### src/rtl/gen_reg_master.sv
// gen_reg_master: command-driven initiator for a synchronous register-file
// slave. Accepts READ / WRITE / ADD commands over a valid/ready handshake,
// sequences the slave accesses and returns one response per command.
module gen_reg_master #(
  parameter int D_WIDTH = 16,
  parameter int REG_NO  = 16,
  parameter int A_WIDTH = 4
) (
  input  logic               clk,
  input  logic               rst,
  input  logic               cmd_valid,
  output logic               cmd_ready,
  input  logic [1:0]         cmd_op,
  input  logic [A_WIDTH-1:0] cmd_addr,
  input  logic [D_WIDTH-1:0] cmd_data,
  output logic               rsp_valid,
  input  logic               rsp_ready,
  output logic [D_WIDTH-1:0] rsp_data,
  output logic               rsp_err,
  output logic               rsp_carry,
  output logic               cs,
  output logic               we,
  output logic [A_WIDTH-1:0] addr,
  output logic [D_WIDTH-1:0] din,
  input  logic [D_WIDTH-1:0] dout
);

  typedef enum logic [2:0] {
    S_IDLE   = 3'd0,
    S_ISSUE  = 3'd1,
    S_RDWAIT = 3'd2,
    S_WB     = 3'd3,
    S_RESP   = 3'd4
  } state_t;

  localparam logic [1:0] OP_READ  = 2'b00;
  localparam logic [1:0] OP_WRITE = 2'b01;
  localparam logic [1:0] OP_RSVD  = 2'b11;

  // One extra bit so REG_NO == 2^A_WIDTH is representable in the compare.
  localparam logic [A_WIDTH:0] LP_REG_NO = (A_WIDTH + 1)'(REG_NO);

  // Full-width add; the top bit is the carry out of the register-width sum.
  function automatic logic [D_WIDTH:0] add_wide(input logic [D_WIDTH-1:0] a,
                                                input logic [D_WIDTH-1:0] b);
    return {1'b0, a} + {1'b0, b};
  endfunction

  state_t               r_state;
  state_t               w_next;
  logic [1:0]           r_op;
  logic [A_WIDTH-1:0]   r_addr;
  logic [D_WIDTH-1:0]   r_data;
  logic [D_WIDTH-1:0]   r_rsp_data;
  logic                 r_rsp_err;
  logic                 r_rsp_carry;
  logic                 w_cmd_fire;
  logic                 w_cmd_ok;
  logic [D_WIDTH:0]     w_sum;

  assign w_cmd_fire = (r_state == S_IDLE) && cmd_valid;
  assign w_cmd_ok   = (cmd_op != OP_RSVD) && ({1'b0, cmd_addr} < LP_REG_NO);
  assign w_sum      = add_wide(dout, r_data);

  assign rsp_data   = r_rsp_data;
  assign rsp_err    = r_rsp_err;
  assign rsp_carry  = r_rsp_carry;

  // State register; reset drops any command in flight immediately.
  always_ff @(posedge clk or posedge rst) begin
    if (rst) r_state <= S_IDLE;
    else     r_state <= w_next;
  end

  // Next state plus bus/handshake outputs decoded from the current state.
  always_comb begin
    w_next    = r_state;
    cmd_ready = 1'b0;
    rsp_valid = 1'b0;
    cs        = 1'b0;
    we        = 1'b0;
    addr      = '0;
    din       = '0;
    case (r_state)
      S_IDLE: begin
        cmd_ready = 1'b1;
        if (cmd_valid) w_next = w_cmd_ok ? S_ISSUE : S_RESP;
      end
      S_ISSUE: begin
        cs   = 1'b1;
        addr = r_addr;
        if (r_op == OP_WRITE) begin
          we     = 1'b1;
          din    = r_data;
          w_next = S_RESP;
        end else if (r_op == OP_READ) begin
          w_next = S_RDWAIT;
        end else begin
          w_next = S_WB;
        end
      end
      S_RDWAIT: w_next = S_RESP;
      S_WB: begin
        cs     = 1'b1;
        we     = 1'b1;
        addr   = r_addr;
        din    = w_sum[D_WIDTH-1:0];
        w_next = S_RESP;
      end
      S_RESP: begin
        rsp_valid = 1'b1;
        if (rsp_ready) w_next = S_IDLE;
      end
      default: w_next = S_IDLE;
    endcase
  end

  // Command latch and response registers; response fields hold while in RESP.
  always_ff @(posedge clk or posedge rst) begin
    if (rst) begin
      r_op        <= '0;
      r_addr      <= '0;
      r_data      <= '0;
      r_rsp_data  <= '0;
      r_rsp_err   <= 1'b0;
      r_rsp_carry <= 1'b0;
    end else begin
      case (r_state)
        S_IDLE: begin
          if (w_cmd_fire) begin
            r_op        <= cmd_op;
            r_addr      <= cmd_addr;
            r_data      <= cmd_data;
            r_rsp_carry <= 1'b0;
            if (w_cmd_ok) begin
              r_rsp_err  <= 1'b0;
            end else begin
              r_rsp_err  <= 1'b1;
              r_rsp_data <= '0;
            end
          end
        end
        S_ISSUE: begin
          if (r_op == OP_WRITE) r_rsp_data <= r_data;
        end
        S_RDWAIT: r_rsp_data <= dout;
        S_WB: begin
          r_rsp_data  <= w_sum[D_WIDTH-1:0];
          r_rsp_carry <= w_sum[D_WIDTH];
        end
        S_RESP: begin
          if (rsp_ready) begin
            r_rsp_err   <= 1'b0;
            r_rsp_carry <= 1'b0;
          end
        end
        default: ;
      endcase
    end
  end

endmodule

### config.mk
export PLATFORM = sky130hd
export DESIGN_NAME = gen_reg_master
export DESIGN_NICKNAME = d
export VERILOG_FILES = /design/src/rtl/gen_reg_master.sv
export SDC_FILE = /design/constraint.sdc
export NUM_CORES = 1
export LEC_CHECK = 0
export CAP_MARGIN = 20
export CORE_ASPECT_RATIO = 1.1
export CORE_MARGIN = 4
export CORE_UTILIZATION = 35
export DETAILED_ROUTE_END_ITERATION = 10
export PLACE_DENSITY = 0.73
export SYNTH_ARGS = -nofsm -noshare
export SYNTH_HDL_FRONTEND = slang
export SYNTH_SLANG_ARGS = --single-unit
export TNS_END_PERCENT = 1
### constraint.sdc
create_clock -name clk -period 2.9 [get_ports clk]
set_input_delay 0.435 -clock clk [delete_from_list [all_inputs] [get_ports clk]]
set_output_delay 0.435 -clock clk [all_outputs]
set_load 0.005 [all_outputs]
# == Word level (Yosys, flattened, before mapping) ==
# Cells that the tools add are included.
# word_totals
ff_bits,43
latchBits,0
ram_bits,0
rom_bits,0
inputBits,42
out_inout_bits,42
elab_cells,56
n_memories,0
# classes
add_sub_neg,1
n_mul,0
div_mod_pow,0
n_lt_le_gt_ge,0
eq_ne,11
shift,0
mux,24
bitwise_logic,0
n_reduce_logical,13
# op_table
op,n
16-bit 2-to-1 mux,4
16-bit one-hot mux with 4 select lines,1
16-bit one-hot mux with 2 select lines,1
16-bit by 16-bit adder with 17-bit output,1
3-bit 2-to-1 mux,4
"2-bit != test, second input constant",6
3-bit one-hot mux with 4 select lines,1
1-bit 2-to-1 mux,9
"3-bit by 2-bit == test with 1-bit output, second input constant",2
3-bit AND reduction,2
4-bit 2-to-1 mux,1
1-bit one-hot mux with 2 select lines,2
2-bit AND reduction,2
4-bit AND reduction,1
4-bit nonzero test,1
2-bit OR reduction,2
"3-bit by 1-bit == test with 1-bit output, second input constant",1
"3-bit == test, second input constant",1
3-bit logical NOT,1
1-bit one-hot mux with 3 select lines,1
3-bit nonzero test,1
"2-bit by 1-bit == test with 1-bit output, second input constant",1
2-bit logical NOT,1
2-bit nonzero test,1
1-bit logical AND,1

# == Logic depth before layout (Yosys ltp) ==
# Gate-level depths: netlist of the first run.
# depth
word_depth,4
ltp_mapped,9
ltp_nobuf,9

# == Worst setup path before layout of the first run ==
# No wires, ideal clock.
# synth_timing
path_type,input to output
start,in dout[0]
end,out din[14]
t_arrival_ns,2.043
t_required_ns,2.465
path_slack_ns,0.422
stages,9
path_cell_list,ha_1 inv_1 fa_1 nor2b_4 o31a_1 o31a_1 a21o_1 xor2_1 a22o_1
# synth_between
elab_chain_cells,2
# synth_lines
item,line_no,text
from (decl),25,input logic [D_WIDTH-1:0] dout
16-bit by 16-bit adder with 17-bit output,46,"return {1'b0, a} + {1'b0, b};"
16-bit one-hot mux with 2 select lines,84,case (r_state)
to (decl),24,"output logic [D_WIDTH-1:0] din,"
# Every way passes these cells.

# == Worst setup path after layout of the first run ==
# layout_timing
start,reg r_data[0]
end,out din[14]
# layout_between
elab_chain_cells,2
# layout_lines
item,line_no,text
from (decl),53,logic [D_WIDTH-1:0] r_data;
from (signal assigned),133,r_data <= cmd_data;
16-bit by 16-bit adder with 17-bit output,46,
16-bit one-hot mux with 2 select lines,84,
# Every way passes these cells.

==> results.cfg, run 1 <==
[placement]
place.detailed.hpwl_um = 6880
numPortBuffers = 83
placed_area_um2 = 4220
place_congestion = 0.839

[yosys]
synth_seq_cells = 43
synth_top_area_share_pct = 37.0
synth_nets = 382
ys_types = 46
synth_edf_count = 0
ys_warn_count = 0
synth-seq-area-share_pct = 37.0
synth.area.top_cells = dfrtp_1 37%, ha_1 6.9%, nand2_1 6.7%, mux2_2 6.2%, a22oi_1 3.9%
synth-async-reset-ratio_pct = 100
synth_area_um2 = 2910
syn_avg_cell_area_um2 = 9.00
syn_inst = 323
ys.flop_type = dfrtp_1
yosysTopAreaCell = dfrtp_1

[worst_setup_path]
crit_path_top_delay_cell = dfrtp_1
path_max_fanout = 4
cp_common_cell = o31a_1
crit_type = reg2out
cp_data_arrival_time_ns = 2.62
setup.worst_path.start_class = register
crit_chain = ha_2 > inv_2 > fa_2 > nor2b_4 > o31a_1 > o31a_1 > buf_6 > a21o_1 > xor2_1 > a22o_1 > buf_2
end_kind = output port
required_ns = 2.47
cpPeakStageDelay_ns = 0.40

[sta]
setup_slack_ns = -0.151
tightest_slew_ns = 0.853
min_period_ns = 3.05
min_period_over_period_pct = 105
fin_skew_ns = 0.00450
slew-limit-headroom_pct = 43.0
rsz0062_at_grt = yes
final_hold_viol_count = 0
setup_viol = 9
fmax_mhz = 328
maxSlewViolCount = 0
fin_hold_ws_ns = 0.484

[route]
totalWireLength_um = 9790
wire_per_inst_um = 16.9
drtAntennaViolNets = 0
drtIter0Drc = 145
vias = 3100
route.detailed.drc = 0
drtPass1Iterations = 4
viasPerCell = 5.34

[pwr]
clkPwrFrac_pct = 8.1
power_density_nw_per_um2 = 1050
peakVddDrop_mv = 0.428
total_power_uw = 4870
combinationalPowerShare_pct = 70.0
p_leak_uw = 0.00214
p_switching_uw = 1940
power_frac_seq_pct = 21.8
p_int_uw = 2930
switching_share_pct = 39.8

[finish]
drive_gt1_share_pct = 29.9
fillers = 732
n_antenna_cell = 0
area_growth_pct = 59.8
nNetsFinal = 531
design_area_um2 = 4640

[clock_network]
clk_latency_ns = 0.30
cts-htree-levels = 2
path_clk_slew_ns = 0.08
cts_made_buffers = 5
cts.sinks = 43
cts_root_buf = clkbuf_8
clockBufferDepth = 2
ctsHoldBuffers = 0
cts_tree = built

[floorplan]
die_w_um = 94.9
fp.dieH_um = 104
core_area_um2 = 8000
initial_core_util_pct = 36.3
dieArea_um2 = 9830
ios = 84
row_count = 34

[global_route]
antenna_found_initial = 0
grt_pass1_vias = 3259
grt_max_degree = 44
grt_pass1_wl_um = 15800
globalRouteTotalUtil_pct = 20.1
grt_overflow = 0

[run_status]
outcome = finished, violations left
failed_checks = setup timing

[job]
max_cap_viol_count = 0

[worst_hold_path]
min_path_type = reg2reg
## final timing paths
path,start,endpoint,slack [ns],depth (start not counted)
worst max register to register,r_data[0],rsp_data[8],-0.08,16
worst min register to register,r_addr[2],r_addr[2],0.48,2
worst max-delay path,r_data[0],din[14],-0.15,11
worst min-delay path,r_addr[2],r_addr[2],0.48,2
min in group asynchronous,rst,rsp_data[3],0.57,3
max in group asynchronous,rst,r_addr[1],1.93,3
## area by class of cell
class	count	area (um2)	area share, %
multi-input cells	255	1920	41.4
repair buffers	160	1400	30.1
flip-flops and latches	43	1080	23.2
well taps	108	135	2.91
clock buffers	6	82.6	1.78
inverters	7	26.3	0.566
clock inverters	1	5.00	0.108
## metrics by stage
stage / setup slack, ns / cells / setup TNS [ns] / utilization, %
2_1_floorplan: 0.422 / 323 / 0 / -
5_1_grt: -0.257 / 580 / -1.94 / 58.1
3_3_place_gp: -0.745 / 551 / -6.50 / 52.8
6_report: -0.151 / 580 / -0.742 / 58.1
4_1_cts: -0.300 / 573 / -1.17 / 56.6
3_5_place_dp: -0.754 / 551 / -6.87 / 52.8
## kinds of logic after synthesis
logic type	count (synthesis)	share of synthesized area, %
buffers and inverters	25	3.44
AND/OR/NAND/NOR	112	17.6
AO/OA/AOI/OAI	99	24.8
multiplexers	18	6.89
XOR/XNOR	9	2.71
flip-flops	43	37.0
adder cells (fa/ha/maj)	17	7.58
## state kept, by name, indices dropped and copies added, names as in the netlist
register and cells:
r_addr 4, r_data 16, r_op 2, r_state 3
rsp_carry 1, rsp_data 16, rsp_err 1
## cell usage in the layout, fill, tap and decap left out, types with 8 or more instances in the layout
| cell | count |
|---|---|
| buf_4 | 69 |
| clkdlybuf4s50_1 | 66 |
| nand2_1 | 52 |
| dfrtp_1 | 43 |
| nor2_1 | 24 |
| mux2_2 | 16 |
| a22oi_1 | 15 |
| o21ai_0 | 14 |
| a21oi_1 | 11 |
| a21o_1 | 10 |
| ha_1 | 10 |
| a22o_1 | 9 |
| buf_6 | 8 |
## power by group through the flow
stage / registers [uW] / clock network [uW] / logic (uW)
floorplan: 1040 / 0 / 1480
global placement: 1040 / 0 / 2660
detailed placement: 1050 / 0 / 2730
CTS: 1050 / 411 / 3190
global route: 1100 / 435 / 3700
finish: 1060 / 397 / 3410
## worst max-delay path, delay by kind of cell (launching register included)
family                     cells  cell delay, ns
buffers and inverters          3            0.33
DFF                            1            0.40
and+or+nand+nor                1            0.05
adders and majority gates      2            0.42
AOI/OAI and AO/OA              4            0.95
xor gates and xnor gates       1            0.16
## what timing repair did
action	in CTS	in global routing
setup buffers	15	8
pin swaps	32	19
resized for setup	62	17
endpoints found under the setup margin	14	13
## metal layers
layer  vias up  track usage [%]  share of wire, %
met3        29             5.15               7.9
met1      1461             24.5                41
met4         0             7.84               2.7
li1       1468                -                 -
met5         -                0                 0
met2       142             33.5                48
## synth_stat cells (all sizes together), types with 2 or more instances
master  number
o21bai       2
mux2i        2
a21oi       15
nand2b       3
o21ai       16
o31a         2
and2         8
mux2        16
or3          3
and3         6
nor2        24
a22o         9
a211oi       4
o21a         3
o211ai       3
nand3        5
a31o         5
nor3         4
a221o        6
ha          16
nand2       52
a22oi       15
nor2b        4
buf          7
inv          7
xnor2        5
xor2         4
dfrtp       43
clkbuf      11
a21o        10
No activity file was read; power rests on OpenSTA's default activity.
==> inputs of run 2 (changes only) <==
ABC_CLOCK_PERIOD_IN_PS = 2900   (was not set)
==> results of run 2 <==
The final DEF is identical to that of run 1; final timing and power are the same.
